`config.mk`:
```
export PLATFORM = sky130hd
export DESIGN_NAME = time_alarm_ctrl
export DESIGN_NICKNAME = d
export VERILOG_FILES = /design/src/rtl/clock_pkg.sv /design/src/rtl/time_alarm_ctrl_wrap_inc.sv /design/src/rtl/time_alarm_ctrl.sv
export SDC_FILE = /design/constraint.sdc
export NUM_CORES = 1
export LEC_CHECK = 0
export BUFFER_PORTS_ARGS = -buffer_cell sky130_fd_sc_hd__buf_4
export CORE_MARGIN = 5
export CORE_UTILIZATION = 37
export CTS_CLUSTER_SIZE = 20
export DETAILED_ROUTE_END_ITERATION = 10
export MAX_ROUTING_LAYER = met4
export PLACE_DENSITY = 0.56
export SLEW_MARGIN = 5
export SYNTH_ARGS = -nofsm -noshare
export SYNTH_HDL_FRONTEND = slang
export SYNTH_SLANG_ARGS = --single-unit
```
`constraint.sdc`:
```
create_clock -name clk -period 2.6 [get_ports clk]
set_input_delay 0.52 -clock clk [delete_from_list [all_inputs] [get_ports clk]]
set_output_delay 0.52 -clock clk [all_outputs]
set_load 0.1 [all_outputs]
```
`src/rtl/clock_pkg.sv`:
```
// Shared widths, limits, alarm states and request indices for the clock's
// timekeeping and alarm sequencer.
package clock_pkg;

  localparam int SEC_W       = 6;
  localparam int HR_W        = 4;
  localparam int MIN_SEC_MAX = 59;
  localparam int AL_STEP     = 10;

  typedef enum logic [1:0] {
    OFF,
    ARMED,
    RINGING,
    HOLDOFF
  } al_state_e;

  // Lower index wins arbitration
  localparam int REQ_TICK = 0;
  localparam int REQ_SEC  = 1;
  localparam int REQ_MIN  = 2;
  localparam int REQ_HRS  = 3;
  localparam int REQ_AL   = 4;
  localparam int NUM_REQ  = 5;

  function automatic logic [NUM_REQ-1:0] first_set(input logic [NUM_REQ-1:0] req);
    return req & (~req + NUM_REQ'(1));
  endfunction

endpackage

```
`src/rtl/time_alarm_ctrl_wrap_inc.sv`:
```
// Wrapping incrementer: adds STEP to a field and returns to zero after the
// last reachable value at or below MAX, flagging the wrap as a carry.
module wrap_inc #(
  parameter int W    = 6,
  parameter int MAX  = 59,
  parameter int STEP = 1
) (
  input  logic [W-1:0] val_i,
  output logic [W-1:0] next_o,
  output logic         carry_o
);

  // Fields only ever hold multiples of STEP, so equality with the last one suffices
  localparam logic [W-1:0] LAST = W'((MAX / STEP) * STEP);

  assign carry_o = (val_i == LAST);
  assign next_o  = carry_o ? '0 : val_i + W'(STEP);

endmodule

```
`src/rtl/time_alarm_ctrl.sv`:
```
// Timekeeping/alarm sequencer: one arbitrated register update per cycle
// (tick > sec > min > hrs > al) plus the alarm on/ringing state machine.
module time_alarm_ctrl
  import clock_pkg::*;
#(
  parameter int RING_SECS = 60,
  parameter int HOURS_MOD = 12
) (
  input  logic             clk,
  input  logic             reset,
  input  logic             tick_1hz,
  input  logic             sec_adj,
  input  logic             min_adj,
  input  logic             hrs_adj,
  input  logic             al_adj,
  input  logic             al_toggle,
  output logic [SEC_W-1:0] seconds,
  output logic [SEC_W-1:0] minutes,
  output logic [HR_W-1:0]  hours,
  output logic [SEC_W-1:0] al_minutes,
  output logic [HR_W-1:0]  al_hours,
  output logic             al_on,
  output logic             alarm
);

  localparam logic [7:0] RING_LOAD = 8'(RING_SECS);

  logic [NUM_REQ-1:0] pulse, req, grant, pend_q, pend_d;
  logic [SEC_W-1:0]   sec_q, sec_d, min_q, min_d, alm_q, alm_d;
  logic [HR_W-1:0]    hrs_q, hrs_d, alh_q, alh_d;
  logic [SEC_W-1:0]   sec_next, min_next, alm_next;
  logic [HR_W-1:0]    hrs_next, alh_next;
  logic               sec_carry, min_carry, alm_carry;
  logic               unused_hrs_carry, unused_alh_carry;
  al_state_e          state_q;
  logic [7:0]         ring_q;
  logic               al_on_q, alarm_q;
  logic               match;

  assign pulse[REQ_TICK] = tick_1hz;
  assign pulse[REQ_SEC]  = sec_adj;
  assign pulse[REQ_MIN]  = min_adj;
  assign pulse[REQ_HRS]  = hrs_adj;
  assign pulse[REQ_AL]   = al_adj;

  // A losing request parks in its pending flag; a repeat pulse merges into it
  assign req    = pulse | pend_q;
  assign grant  = first_set(req);
  assign pend_d = req & ~grant;

  wrap_inc #(.W(SEC_W), .MAX(MIN_SEC_MAX), .STEP(1)) u_sec (
    .val_i(sec_q), .next_o(sec_next), .carry_o(sec_carry));
  wrap_inc #(.W(SEC_W), .MAX(MIN_SEC_MAX), .STEP(1)) u_min (
    .val_i(min_q), .next_o(min_next), .carry_o(min_carry));
  wrap_inc #(.W(HR_W), .MAX(HOURS_MOD - 1), .STEP(1)) u_hrs (
    .val_i(hrs_q), .next_o(hrs_next), .carry_o(unused_hrs_carry));
  wrap_inc #(.W(SEC_W), .MAX(MIN_SEC_MAX), .STEP(AL_STEP)) u_alm (
    .val_i(alm_q), .next_o(alm_next), .carry_o(alm_carry));
  wrap_inc #(.W(HR_W), .MAX(HOURS_MOD - 1), .STEP(1)) u_alh (
    .val_i(alh_q), .next_o(alh_next), .carry_o(unused_alh_carry));

  // Only the tick and alarm-adjust grants propagate carries into the next field
  always_comb begin
    sec_d = sec_q;
    min_d = min_q;
    hrs_d = hrs_q;
    alm_d = alm_q;
    alh_d = alh_q;
    if (grant[REQ_TICK]) begin
      sec_d = sec_next;
      if (sec_carry) begin
        min_d = min_next;
        if (min_carry) hrs_d = hrs_next;
      end
    end
    if (grant[REQ_SEC]) sec_d = sec_next;
    if (grant[REQ_MIN]) min_d = min_next;
    if (grant[REQ_HRS]) hrs_d = hrs_next;
    if (grant[REQ_AL]) begin
      alm_d = alm_next;
      if (alm_carry) alh_d = alh_next;
    end
  end

  always_ff @(posedge clk or posedge reset) begin
    if (reset) begin
      pend_q <= '0;
      sec_q  <= '0;
      min_q  <= '0;
      hrs_q  <= '0;
      alm_q  <= '0;
      alh_q  <= '0;
    end else begin
      pend_q <= pend_d;
      sec_q  <= sec_d;
      min_q  <= min_d;
      hrs_q  <= hrs_d;
      alm_q  <= alm_d;
      alh_q  <= alh_d;
    end
  end

  assign match = (hrs_q == alh_q) && (min_q == alm_q);

  // Toggle is checked first in every state so it always beats a match
  always_ff @(posedge clk or posedge reset) begin
    if (reset) begin
      state_q <= OFF;
      ring_q  <= '0;
      al_on_q <= 1'b0;
      alarm_q <= 1'b0;
    end else begin
      case (state_q)
        OFF: begin
          if (al_toggle) begin
            state_q <= ARMED;
            al_on_q <= 1'b1;
          end
        end
        ARMED: begin
          if (al_toggle) begin
            state_q <= OFF;
            al_on_q <= 1'b0;
          end else if (match) begin
            state_q <= RINGING;
            ring_q  <= RING_LOAD;
            alarm_q <= 1'b1;
          end
        end
        RINGING: begin
          if (al_toggle) begin
            state_q <= OFF;
            ring_q  <= '0;
            al_on_q <= 1'b0;
            alarm_q <= 1'b0;
          end else if (tick_1hz) begin
            ring_q <= ring_q - 8'd1;
            if (ring_q == 8'd1) begin
              state_q <= HOLDOFF;
              alarm_q <= 1'b0;
            end
          end
        end
        HOLDOFF: begin
          if (al_toggle) begin
            state_q <= OFF;
            al_on_q <= 1'b0;
          end else if (!match) begin
            state_q <= ARMED;
          end
        end
        default: begin
          state_q <= OFF;
          ring_q  <= '0;
          al_on_q <= 1'b0;
          alarm_q <= 1'b0;
        end
      endcase
    end
  end

  assign seconds    = sec_q;
  assign minutes    = min_q;
  assign hours      = hrs_q;
  assign al_minutes = alm_q;
  assign al_hours   = alh_q;
  assign al_on      = al_on_q;
  assign alarm      = alarm_q;

endmodule

```
[Yosys cells after proc, flatten, opt, wreduce, memory -nomap -nowiden]
Index checks and enable logic that the tools add are counted.
Cells by class
  multiplexer cells: 37
  bitwise operators: 5
  $add $sub $neg: 7
  equality and inequality tests: 19
  reduce and logical (&&, ||, !) cells: 17
Operators by type and width (number)
  $mux W6: 8
  $mux W8: 4
  $mux W4: 6
  $eq A6 B6 Y1 const B: 3
  $mux W2: 8
  $pmux W8 S2: 1
  $reduce_bool A2 Y1: 7
  $add A6 B1 Y6 const B: 2
  $ne A3 B3 Y1 const B: 4
  $and A5 B5 Y5: 2
  $not A5 Y5: 2
  $reduce_and A5 Y1: 2
  $add A4 B1 Y4 const B: 2
  $eq A4 B4 Y1 const B: 2
  $eq A8 B1 Y1 const B: 1
  $pmux W2 S4: 1
  $sub A8 B1 Y8 const B: 1
  $mux W1: 7
  $add A6 B4 Y6 const B: 1
  $eq A6 B6 Y1: 1
  $ne A2 B2 Y1 const B: 3
  $reduce_and A2 Y1: 3
  $add A5 B1 Y5 const B: 1
  $or A5 B5 Y5: 1
  other kinds (10): 12
Word-level totals
  register bits: 43
  word-level logic and storage cells: 95
  input bits: 8
  output and inout bits: 28

[Longest topological paths before layout]
Gate-level depths: netlist (run 1).
  depth after elaboration: 6
  mapped depth: 7
  mapped depth without buffers: 6

[Hierarchy]
Synthesis (run 1) repeated with hierarchy kept, for this count alone.
Unflattened totals
  cell total of the unflattened synthesis: 255
  area total of the unflattened synthesis: 2553.7 sq um
Modules (own cells, without submodules)
  time_alarm_ctrl: times used 1, area each 2039.5 sq um, sequential area each 1051.0 sq um, cells each 181
  wrap_inc (u_min ...): times used 2, area each 127.6 sq um, sequential area each 0.0 sq um, cells each 20
  wrap_inc (u_alh ...): times used 2, area each 80.1 sq um, sequential area each 0.0 sq um, cells each 10
  wrap_inc (u_alm): times used 1, area each 98.8 sq um, sequential area each 0.0 sq um, cells each 14

[Worst setup path before layout (run 1)]
OpenSTA, ideal clock, no wires.
  path type: reg-to-reg
  start point: register sec_q[0], in the netlist seconds[0]
  end point: register min_q[2], in the netlist minutes[2]
  buffers on the path: 0
  setup slack: 75 ps
  cell stages (with the launch flop): 7
  data required time: 2472 ps
  period minus slack after synthesis: 2525 ps
  library setup time: 128 ps
  data arrival time: 2397 ps
  cell sequence: dfrtp_1 -> ha_1 -> nand2_1 -> nor3_2 -> a21oi_1 -> nand2b_1 -> mux2_1
On the way
  word-level cells in the longest chain between the ends: 3
Ends and longest elaborated chain
  start, declared: line time_alarm_ctrl.sv:29  | logic [SEC_W-1:0] sec_q, sec_d, min_q, min_d, alm_q, alm_d;
  start signal, assigned: line time_alarm_ctrl.sv:88  | sec_q <= '0;
  start signal, assigned: line time_alarm_ctrl.sv:95  | sec_q <= sec_d;
  $eq A6 B6 Y1: line time_alarm_ctrl_wrap_inc.sv:16  | assign carry_o = (val_i == LAST);
  $reduce_bool A2 Y1 (no source line)
  $reduce_and A2 Y1 (no source line)
  end signal, assigned: line time_alarm_ctrl.sv:96  | min_q <= min_d;
  end, declared: line time_alarm_ctrl.sv:29
Every way passes these cells.
A chain may end at the register's enable or synchronous reset.

[Worst setup path in the final report (run 1)]
Same ends and word-level chain as after synthesis.

==> impl_results.html, run 1 <==
<table>
<tr><th>Metric</th><th>Value</th></tr>
<tr><th colspan="2">Synth</th></tr>
<tr><td>Post-Synthesis Cells</td><td>228</td></tr>
<tr><td>Flip-flop and latch count after synthesis</td><td>approximately 40</td></tr>
<tr><td>Proportion of synthesized chip area in sequential cells</td><td>a little under half</td></tr>
<tr><td>Area leader, netlist</td><td>sky130_fd_sc_hd__dfrtp_1</td></tr>
<tr><td>Number of enable-type register cells in the synthesized netlist</td><td>0</td></tr>
<tr><td>Average cell area after synthesis</td><td>about 10 um2</td></tr>
<tr><td>Number of distinct standard cells referenced by the synthesized netlist</td><td>52</td></tr>
<tr><td>Share of the synthesized area in the top cell type</td><td>between 40 and 50%</td></tr>
<tr><td>Post-synth top flop</td><td>sky130_fd_sc_hd__dfrtp_1</td></tr>
<tr><td>Main area contributors after synthesis</td><td>sky130_fd_sc_hd__dfrtp_1, sky130_fd_sc_hd__ha_1, sky130_fd_sc_hd__nand2_1</td></tr>
<tr><td>Fraction of registers with async set/reset</td><td>100%</td></tr>
<tr><td>Syn Std Cell Area</td><td>between 2000 and 2500 um2</td></tr>
<tr><td>Synthesis Warnings</td><td>0</td></tr>
<tr><td>Syn Nets</td><td>~240</td></tr>
<tr><th colspan="2">Clocking</th></tr>
<tr><td>Clock input transition at the sequential cells of the worst setup and hold paths</td><td>approximately 0.090 ns</td></tr>
<tr><td>Cts bufs inserted</td><td>5</td></tr>
<tr><td>Total number of clock tree sinks</td><td>41</td></tr>
<tr><td>Post-cts resize count</td><td>0</td></tr>
<tr><td>Clock buffer depth</td><td>2</td></tr>
<tr><td>H-tree depth</td><td>2</td></tr>
<tr><td>Hold buffer count at CTS</td><td>0</td></tr>
<tr><td>Clock latency on the worst-skew pair</td><td>0.29 ns</td></tr>
<tr><td>Number of setup buffers added after CTS</td><td>0</td></tr>
<tr><td>TritonCTS clock tree</td><td>yes</td></tr>
<tr><td>Cell at the root of the clock tree</td><td>sky130_fd_sc_hd__clkbuf_8</td></tr>
<tr><th colspan="2">Drt</th></tr>
<tr><td>First-iteration detailed-routing DRC count</td><td>73</td></tr>
<tr><td>Routed wirelength normalized by instance count</td><td>between 10 and 15 um</td></tr>
<tr><td>Aggregate routed wire length</td><td>4950 um</td></tr>
<tr><td>Vias after detailed routing</td><td>roughly 1800</td></tr>
<tr><td>Post-detailed-route via-to-cell ratio</td><td>approximately 5.4</td></tr>
<tr><td>Length of the first detailed-routing pass in iterations</td><td>4</td></tr>
<tr><td>Residual DRC count</td><td>0</td></tr>
<tr><td>Remaining antenna violation count after routing</td><td>0</td></tr>
<tr><th colspan="2">Setup path</th></tr>
<tr><td>CP max-delay cell</td><td>sky130_fd_sc_hd__a21oi_1</td></tr>
<tr><td>Kind of end point of the critical path</td><td>flop</td></tr>
<tr><td>Top delay family on crit path</td><td>compound AO/OA/AOI/OAI gates</td></tr>
<tr><td>Start-to-end type of the worst setup path</td><td>flop to flop</td></tr>
<tr><td>WP data required</td><td>approximately 2.8 ns</td></tr>
<tr><td>Arr. time, crit path</td><td>about 2.4 ns</td></tr>
<tr><td>Reg2Reg Setup Slack</td><td>approximately 0.41 ns</td></tr>
<tr><td>Highest fanout seen on the critical path</td><td>9</td></tr>
<tr><td>Crit path cell chain</td><td>ha_1, nand2_1, nor3_2, buf_4, a21oi_1, nand2b_1, mux2_1</td></tr>
<tr><td>Combined buffer and inverter count along the critical path</td><td>1</td></tr>
<tr><td>CP startpoint kind</td><td>flop</td></tr>
<tr><td>Launch point of the worst reg-to-reg path</td><td>seconds[0]</td></tr>
<tr><td>Number of cells on the worst reg-to-reg path</td><td>7</td></tr>
<tr><td>Worst r2r dst</td><td>minutes[2]</td></tr>
<tr><td>Largest stage delay on the critical path</td><td>between 0.5 and 0.6 ns</td></tr>
<tr><th colspan="2">Floorplanning</th></tr>
<tr><td>Floorplan core area</td><td>a little under 6000 um2</td></tr>
<tr><td>Die outline area</td><td>7680 um2</td></tr>
<tr><td>I/O Pins</td><td>36</td></tr>
<tr><td>Die span in x</td><td>87.6 um</td></tr>
<tr><td>Die Height</td><td>just under 90 um</td></tr>
<tr><td>Effective utilization at floorplan</td><td>about 38%</td></tr>
<tr><td>Row count</td><td>28</td></tr>
<tr><th colspan="2">GRT</th></tr>
<tr><td>Global-route wire length before repair</td><td>between 8000 and 9000 um</td></tr>
<tr><td>Global Route met2 Usage</td><td>~23%</td></tr>
<tr><td>Vias in the first global route</td><td>between 1500 and 2000</td></tr>
<tr><td>Met1 Resource Use GR</td><td>a little under a fifth</td></tr>
<tr><td>Global router's overall resource usage</td><td>roughly 14%</td></tr>
<tr><td>Pin count of the biggest net entering global routing</td><td>42</td></tr>
<tr><td>GRT Max-Usage Layer</td><td>met2</td></tr>
<tr><td>Met3 Use GR</td><td>between 3 and 4%</td></tr>
<tr><td>Antenna violations before repair</td><td>0</td></tr>
<tr><td>Residual overflow from global routing</td><td>0</td></tr>
<tr><th colspan="2">Cells and area</th></tr>
<tr><td>Sequential cell area</td><td>1030 um2</td></tr>
<tr><td>Area added between synthesis and finish</td><td>20.0%</td></tr>
<tr><td>Total non-filler cell area in the finished layout</td><td>~2700 um2</td></tr>
<tr><td>Net total in the final layout</td><td>~280</td></tr>
<tr><td>Area occupied by multi-input gates</td><td>1130 um2</td></tr>
<tr><td>Layout cells sized above 1</td><td>21.7%</td></tr>
<tr><td>Fill cell count</td><td>between 500 and 600</td></tr>
<tr><td>Antenna diode count</td><td>0</td></tr>
<tr><th colspan="2">Outcome</th></tr>
<tr><td>Result of the run</td><td>completed</td></tr>
<tr><th colspan="2">Power</th></tr>
<tr><td>PD cells</td><td>1020 nW/um2</td></tr>
<tr><td>Pleak</td><td>0.00119 uW</td></tr>
<tr><td>Max VDD drop</td><td>about 0.8 mV</td></tr>
<tr><th colspan="2">STA</th></tr>
<tr><td>Unrepaired setup endpoints after global routing</td><td>no</td></tr>
<tr><td>Count of final max-slew check failures</td><td>0</td></tr>
<tr><td>Number of failing setup endpoints in the final timing report</td><td>0</td></tr>
<tr><td>Final hold viol count</td><td>0</td></tr>
<tr><td>Fin Setup TNS</td><td>0 ns</td></tr>
<tr><td>Upper clock frequency limit</td><td>0.456 GHz</td></tr>
<tr><td>Maximum clock skew at final layout</td><td>approximately 0.012 ns</td></tr>
<tr><td>Relative slew slack</td><td>approximately 56%</td></tr>
<tr><td>Final period utilization</td><td>84.4%</td></tr>
<tr><td>Final period demand of the worst path</td><td>2.19 ns</td></tr>
<tr><td>Tightest Pin Transition</td><td>0.653 ns</td></tr>
<tr><th colspan="2">Place</th></tr>
<tr><td>Standard cell area after detailed placement</td><td>2570 um2</td></tr>
<tr><td>Detailed Place HPWL</td><td>3560 um</td></tr>
<tr><td>Number of I/O port buffers</td><td>34</td></tr>
<tr><td>Weighted congestion reported at the end of routability-driven placement</td><td>just under 0.8</td></tr>
<tr><th colspan="2">Flow run</th></tr>
<tr><td>Number of maximum-capacitance violations</td><td>0</td></tr>
<tr><th colspan="2">Min path</th></tr>
<tr><td>Type of the tightest min-delay check</td><td>input port to asynchronous set/reset pin</td></tr>
</table>
worst max path at each step:
stage                     from    endpoint  slack, ns  cells after the start
CTS                 seconds[0]  minutes[2]       0.39                      7
finish              seconds[0]  minutes[2]       0.41                      7
detailed placement    tick_1hz  minutes[2]       0.38                      6
floorplan           seconds[0]  minutes[2]       0.07                      6
global placement       sec_adj    hours[3]       0.42                      6
global route        seconds[0]  minutes[2]       0.28                      7
logic make-up (layout without fill, tap and decap cells):
group,after synthesis,count (layout),share of synthesized area (%)
and+or+nand+nor,91,91,22.4
adders and majority gates,7,7,3.93
xor gates and xnor gates,10,10,3.93
muxes,5,5,2.47
DFF,41,41,46.0
other,1,1,0.168
buffers and inverters,14,53,3.20
AOI/OAI and AO/OA,59,59,17.8
tightest hold or removal path, delay by kind of cell:
kind     cells  cell delay [ns]
buf+inv      3             0.60
power breakdown:
group	internal [uW]	total, uW	switching (uW)
sequential	759	944	185
combinational	303	1270	962
clock	280	508	228
metrics by stage:
stage                     setup slack (ns)  hold slack [ns]  util, %  total power [uW]  cells
after floorplan                     0.0750            0.498        -              1950    228
after global placement               0.423            0.472     43.7              2220    335
after detailed placement             0.377            0.487     43.7              2230    335
after CTS                            0.387            0.376     45.5              2750    342
after global routing                 0.283            0.411     45.5              2850    342
final                                0.406            0.358     45.5              2720    342
final cells by class:
| class | count | share of cell area [%] |
|---|---|---|
| multi-input combinational | 173 | 42.3 |
| clock buffer | 5 | 2.57 |
| clock inverter | 2 | 1.31 |
| sequential | 41 | 38.4 |
| tap | 75 | 3.51 |
| timing repair buffer | 39 | 10.9 |
| inverter | 7 | 0.982 |
metal layers:
metal,vias to the layer above,routed length [um]
li1,908,-
met1,889,2350
met2,35,2380
met3,2,187
met4,0,29
met5,-,0
placed cells by master (no fill, tap or decap), drive strengths merged, types with 4 or more instances in the layout:
cell and instances:
o31ai 5, nand3 5, nor3 15, buf 39
inv 7, a21o 8, nand2 23, nor2 22
clkbuf 5, xnor2 7, o21ai 16, nand2b 4
dfrtp 41, mux2 4, a21oi 10, ha 7
synth_stat cells, types with 2 or more instances:
library cell	count
sky130_fd_sc_hd__mux2_2	3
sky130_fd_sc_hd__nand3_1	5
sky130_fd_sc_hd__o21ai_0	15
sky130_fd_sc_hd__a21o_1	8
sky130_fd_sc_hd__a21oi_1	10
sky130_fd_sc_hd__buf_6	2
sky130_fd_sc_hd__or2_1	2
sky130_fd_sc_hd__o211ai_1	3
sky130_fd_sc_hd__o41ai_1	2
sky130_fd_sc_hd__o31ai_1	5
sky130_fd_sc_hd__a211o_1	3
sky130_fd_sc_hd__a22o_1	2
sky130_fd_sc_hd__o21a_1	2
sky130_fd_sc_hd__ha_1	7
sky130_fd_sc_hd__inv_1	7
sky130_fd_sc_hd__xor2_1	3
sky130_fd_sc_hd__dfrtp_1	41
sky130_fd_sc_hd__nor2b_1	3
sky130_fd_sc_hd__nand2b_1	4
sky130_fd_sc_hd__or3_1	2
sky130_fd_sc_hd__nor3_1	12
sky130_fd_sc_hd__nand2_1	23
sky130_fd_sc_hd__xnor2_1	7
sky130_fd_sc_hd__nor3_2	3
sky130_fd_sc_hd__nand4_1	3
sky130_fd_sc_hd__clkbuf_1	4
sky130_fd_sc_hd__nor2_1	22
registers in the layout, indices dropped and copies added, names as in the netlist:
name and count:
state_q 2, seconds 6, al_hours 4, minutes 6
al_on 1, al_minutes 5, ring_q 8, hours 4
pend_q 4, alarm 1
Power figures use the tool's default switching activity.
==> inputs of run 2 (changes only) <==
--- a/config.mk
+++ b/config.mk
@@ -5,13 +5,14 @@
 export SDC_FILE = /design/constraint.sdc
 export NUM_CORES = 1
 export LEC_CHECK = 0
+export ABC_AREA = 1
 export BUFFER_PORTS_ARGS = -buffer_cell sky130_fd_sc_hd__buf_4
 export CORE_MARGIN = 5
 export CORE_UTILIZATION = 37
 export CTS_CLUSTER_SIZE = 20
 export DETAILED_ROUTE_END_ITERATION = 10
 export MAX_ROUTING_LAYER = met4
-export PLACE_DENSITY = 0.56
+export PLACE_DENSITY = 0.58
 export SLEW_MARGIN = 5
 export SYNTH_ARGS = -nofsm -noshare
 export SYNTH_HDL_FRONTEND = slang
==> constraint.sdc (replaced) <==
create_clock -name clk -period 2 [get_ports clk]
set_input_delay 0.4 -clock clk [delete_from_list [all_inputs] [get_ports clk]]
set_output_delay 0.4 -clock clk [all_outputs]
set_load 0.1 [all_outputs]
==> impl_results.html, run 2 <==
<table>
<tr><th>Metric</th><th>Value</th></tr>
<tr><th colspan="2">Synth</th></tr>
<tr><td>Share of the synthesized area in the top cell type</td><td>41.8% (was 46.0%)</td></tr>
<tr><td>Post-synth top flop</td><td>sky130_fd_sc_hd__dfrtp_1 (unchanged)</td></tr>
<tr><td>Syn Nets</td><td>337 (was 243)</td></tr>
<tr><td>Post-Synthesis Cells</td><td>322 (was 228)</td></tr>
<tr><td>Number of distinct standard cells referenced by the synthesized netlist</td><td>33 (was 52)</td></tr>
<tr><td>Flip-flop and latch count after synthesis</td><td>41 (unchanged)</td></tr>
<tr><td>Proportion of synthesized chip area in sequential cells</td><td>41.8% (was 46.0%)</td></tr>
<tr><td>Area leader, netlist</td><td>sky130_fd_sc_hd__dfrtp_1 (unchanged)</td></tr>
<tr><td>Fraction of registers with async set/reset</td><td>100% (unchanged)</td></tr>
<tr><td>Most common cell in the netlist</td><td>sky130_fd_sc_hd__nand2_1 (was sky130_fd_sc_hd__dfrtp_1)</td></tr>
<tr><td>Most common library cells after synthesis</td><td>sky130_fd_sc_hd__nand2_1, sky130_fd_sc_hd__inv_1, sky130_fd_sc_hd__dfrtp_1 (was sky130_fd_sc_hd__dfrtp_1, sky130_fd_sc_hd__nand2_1, sky130_fd_sc_hd__nor2_1)</td></tr>
<tr><td>Synthesis Warnings</td><td>0 (unchanged)</td></tr>
<tr><td>Main area contributors after synthesis</td><td>sky130_fd_sc_hd__dfrtp_1, sky130_fd_sc_hd__nand2_1, sky130_fd_sc_hd__inv_1 (was sky130_fd_sc_hd__dfrtp_1, sky130_fd_sc_hd__ha_1, sky130_fd_sc_hd__nand2_1)</td></tr>
<tr><td>Syn Std Cell Area</td><td>2450 um2 (was 2230 um2)</td></tr>
<tr><td>Average cell area after synthesis</td><td>7.62 um2 (was 9.78 um2)</td></tr>
<tr><td>Number of enable-type register cells in the synthesized netlist</td><td>0 (unchanged)</td></tr>
<tr><th colspan="2">Cells and area</th></tr>
<tr><td>Layout cells sized above 1</td><td>25.3% (was 21.7%)</td></tr>
<tr><td>Leading cell types in the layout, fill and taps excluded</td><td>sky130_fd_sc_hd__nand2_1, sky130_fd_sc_hd__inv_1, sky130_fd_sc_hd__buf_4, sky130_fd_sc_hd__nand3_1, sky130_fd_sc_hd__nor2_1 (was sky130_fd_sc_hd__dfrtp_1, sky130_fd_sc_hd__buf_4, sky130_fd_sc_hd__nand2_1, sky130_fd_sc_hd__nor2_1, sky130_fd_sc_hd__o21ai_0)</td></tr>
<tr><td>Final core utilization</td><td>46.6% (was 45.5%)</td></tr>
<tr><td>Area added between synthesis and finish</td><td>21.3% (was 20.0%)</td></tr>
<tr><td>Total non-filler cell area in the finished layout</td><td>2980 um2 (was 2680 um2)</td></tr>
<tr><td>Largest register by flop count</td><td>ring_q (unchanged)</td></tr>
<tr><td>Max reg flops</td><td>8 (unchanged)</td></tr>
<tr><td>Net total in the final layout</td><td>381 (was 282)</td></tr>
<tr><td>Finished Layout Cells</td><td>444 (was 342)</td></tr>
<tr><td>Antenna diode count</td><td>0 (unchanged)</td></tr>
<tr><td>Most common cell after layout, fill and taps aside</td><td>sky130_fd_sc_hd__nand2_1 (was sky130_fd_sc_hd__dfrtp_1)</td></tr>
<tr><th colspan="2">Drt</th></tr>
<tr><td>Residual DRC count</td><td>0 (unchanged)</td></tr>
<tr><td>Detailed-routed wire length on met2</td><td>2550 um (was 2380 um)</td></tr>
<tr><td>Post-detailed-route via-to-cell ratio</td><td>4.89 (was 5.36)</td></tr>
<tr><td>Met3 Wirelength</td><td>189 um (was 187 um)</td></tr>
<tr><td>Highest metal layer with signal wires</td><td>met4 (unchanged)</td></tr>
<tr><td>Routed wirelength normalized by instance count</td><td>12.2 um (was 14.5 um)</td></tr>
<tr><td>Aggregate routed wire length</td><td>5420 um (was 4950 um)</td></tr>
<tr><td>Remaining antenna violation count after routing</td><td>0 (unchanged)</td></tr>
<tr><td>First-iteration detailed-routing DRC count</td><td>55 (was 73)</td></tr>
<tr><td>Wire length the detailed router placed on met1</td><td>2600 um (was 2350 um)</td></tr>
<tr><td>Vias after detailed routing</td><td>2173 (was 1834)</td></tr>
<tr><td>Length of the first detailed-routing pass in iterations</td><td>4 (unchanged)</td></tr>
<tr><th colspan="2">STA</th></tr>
<tr><td>Final period demand of the worst path</td><td>1.68 ns (was 2.19 ns)</td></tr>
<tr><td>Upper clock frequency limit</td><td>0.595 GHz (was 0.456 GHz)</td></tr>
<tr><td>Fin Setup TNS</td><td>0 ns (unchanged)</td></tr>
<tr><td>Maximum clock skew at final layout</td><td>0.0169 ns (was 0.0119 ns)</td></tr>
<tr><td>Unrepaired setup endpoints after global routing</td><td>no (unchanged)</td></tr>
<tr><td>Final hold viol count</td><td>0 (unchanged)</td></tr>
<tr><td>Final period utilization</td><td>84.1% (was 84.4%)</td></tr>
<tr><td>Number of failing setup endpoints in the final timing report</td><td>0 (unchanged)</td></tr>
<tr><td>Count of final max-slew check failures</td><td>0 (unchanged)</td></tr>
<tr><th colspan="2">Clocking</th></tr>
<tr><td>Cts bufs inserted</td><td>5 (unchanged)</td></tr>
<tr><td>H-tree depth</td><td>2 (unchanged)</td></tr>
<tr><td>Total number of clock tree sinks</td><td>41 (unchanged)</td></tr>
<tr><td>Cell at the root of the clock tree</td><td>sky130_fd_sc_hd__clkbuf_8 (unchanged)</td></tr>
<tr><td>Number of setup buffers added after CTS</td><td>0 (unchanged)</td></tr>
<tr><td>Clock latency on the worst-skew pair</td><td>0.30 ns (was 0.29 ns)</td></tr>
<tr><td>Clock input transition at the sequential cells of the worst setup and hold paths</td><td>0.09 ns (about the same)</td></tr>
<tr><td>TritonCTS clock tree</td><td>yes (unchanged)</td></tr>
<tr><td>Clock buffer depth</td><td>2 (unchanged)</td></tr>
<tr><td>Hold buffer count at CTS</td><td>0 (unchanged)</td></tr>
<tr><td>Post-cts resize count</td><td>0 (unchanged)</td></tr>
<tr><th colspan="2">Place</th></tr>
<tr><td>Detailed Place HPWL</td><td>4100 um (was 3560 um)</td></tr>
<tr><td>Standard cell area after detailed placement</td><td>2840 um2 (was 2570 um2)</td></tr>
<tr><td>Number of placed instances with taps included</td><td>436 (was 335)</td></tr>
<tr><td>Weighted congestion reported at the end of routability-driven placement</td><td>0.800 (was 0.788)</td></tr>
<tr><td>Number of I/O port buffers</td><td>34 (unchanged)</td></tr>
<tr><th colspan="2">Power</th></tr>
<tr><td>PD cells</td><td>1680 nW/um2 (was 1020 nW/um2)</td></tr>
<tr><td>Overall power consumption</td><td>5010 uW (was 2720 uW)</td></tr>
<tr><td>Max VDD drop</td><td>1.20 mV (was 0.823 mV)</td></tr>
<tr><td>Pleak</td><td>0.00143 uW (was 0.00119 uW)</td></tr>
<tr><th colspan="2">Floorplanning</th></tr>
<tr><td>Die span in x</td><td>91.5 um (was 87.6 um)</td></tr>
<tr><td>Die Height</td><td>91.5 um (was 87.6 um)</td></tr>
<tr><td>Effective utilization at floorplan</td><td>38.4% (was 37.9%)</td></tr>
<tr><td>Floorplan core area</td><td>6390 um2 (was 5890 um2)</td></tr>
<tr><td>I/O Pins</td><td>36 (unchanged)</td></tr>
<tr><td>Die outline area</td><td>8360 um2 (was 7680 um2)</td></tr>
<tr><td>Row count</td><td>29 (was 28)</td></tr>
<tr><th colspan="2">Setup path</th></tr>
<tr><td>Highest fanout seen on the critical path</td><td>8 (was 9)</td></tr>
<tr><td>CP startpoint kind</td><td>flop (unchanged)</td></tr>
<tr><td>WP data required</td><td>2.20 ns (was 2.77 ns)</td></tr>
<tr><td>Arr. time, crit path</td><td>1.88 ns (was 2.37 ns)</td></tr>
<tr><td>Start-to-end type of the worst setup path</td><td>flop to flop (unchanged)</td></tr>
<tr><td>Kind of end point of the critical path</td><td>flop (unchanged)</td></tr>
<tr><th colspan="2">GRT</th></tr>
<tr><td>Global-route wire length before repair</td><td>9650 um (was 8510 um)</td></tr>
<tr><td>Global router's overall resource usage</td><td>14.1% (was 14.4%)</td></tr>
<tr><td>Vias in the first global route</td><td>2150 (was 1773)</td></tr>
<tr><td>Pin count of the biggest net entering global routing</td><td>29 (was 42)</td></tr>
<tr><td>Residual overflow from global routing</td><td>0 (unchanged)</td></tr>
<tr><td>Antenna violations before repair</td><td>0 (unchanged)</td></tr>
<tr><th colspan="2">Min path</th></tr>
<tr><td>Type of the tightest min-delay check</td><td>input port to asynchronous set/reset pin (unchanged)</td></tr>
<tr><th colspan="2">Outcome</th></tr>
<tr><td>Result of the run</td><td>completed (unchanged)</td></tr>
<tr><th colspan="2">Flow run</th></tr>
<tr><td>Number of maximum-capacitance violations</td><td>0 (unchanged)</td></tr>
</table>
## run 2: changes by cell type after synthesis, moves of 5 or more
cell	previous run	this run
sky130_fd_sc_hd__nand2_1	23	64
sky130_fd_sc_hd__inv_1	7	44
sky130_fd_sc_hd__nand3_1	5	31
sky130_fd_sc_hd__o21ai_1	1	17
sky130_fd_sc_hd__inv_2	0	10
sky130_fd_sc_hd__nor2_1	22	30
sky130_fd_sc_hd__a21o_1	8	1
sky130_fd_sc_hd__o21ai_2	0	7
sky130_fd_sc_hd__o21ai_0	15	10
sky130_fd_sc_hd__o31ai_1	5	0
## run 2: critical path, cell delays in order (launching register included)
cell                      delay, ns
sky130_fd_sc_hd__dfrtp_2       0.43
sky130_fd_sc_hd__ha_1          0.21
sky130_fd_sc_hd__inv_1         0.05
sky130_fd_sc_hd__nor2_1        0.12
sky130_fd_sc_hd__nand3_1       0.17
sky130_fd_sc_hd__o31ai_4       0.41
sky130_fd_sc_hd__nand2_1       0.09
sky130_fd_sc_hd__nand2_1       0.07
sky130_fd_sc_hd__nand2_1       0.05
## run 2: final timing paths
path	from	end	slack, ns	cells after the start
max in group asynchronous	reset	minutes[5]	1.28	4
worst max register to register	minutes[0]	hours[2]	0.32	8
worst min-delay path	reset	al_minutes[5]	0.17	3
worst min register to register	alarm	alarm	0.49	2
min in group clk	sec_adj	pend_q[1]	0.35	3
worst max-delay path	minutes[0]	hours[2]	0.32	8
## run 2: report_power, final
| part | switching (uW) | internal, uW | total [uW] |
|---|---|---|---|
| clock | 318 | 503 | 821 |
| combinational | 2080 | 683 | 2760 |
| sequential | 316 | 1110 | 1430 |
| total | 2710 | 2300 | 5010 |
## run 2: cell type report
| type | count | area (um2) |
|---|---|---|
| Clock buffer | 5 | 68.8 |
| Clock inverter | 3 | 68.8 |
| Fill cell | 653 | 3410 |
| Inverter | 55 | 206 |
| Multi-Input combinational cell | 222 | 1180 |
| Sequential cell | 41 | 1040 |
| Tap cell | 77 | 96.3 |
| Timing Repair Buffer | 41 | 308 |
## run 2: cell families (layout without fill, tap and decap cells)
kind of cell	count (synthesis)	count (layout)	share of synthesized area [%]
simple gates	156	156	29.2
compound gates	49	49	12.2
xor+xnor	9	9	3.21
fa+ha+maj	7	7	3.57
buf+inv	59	104	9.94
flops	41	41	41.8
other cells	1	1	0.153
## run 2: per-stage QoR
step | setup WS, ns | hold slack (ns)
2_1_floorplan | -0.00865 | 0.481
3_3_place_gp | 0.317 | 0.461
3_5_place_dp | 0.270 | 0.468
4_1_cts | 0.321 | 0.184
5_1_grt | 0.0833 | 0.201
6_report | 0.319 | 0.169
## run 2: layer usage
layer / global-route usage, % / vias up
met2: 22.0 / 37
met3: 2.98 / 9
met1: 18.2 / 1002
li1: - / 1125
met4: 4.16 / 0
met5: - / -
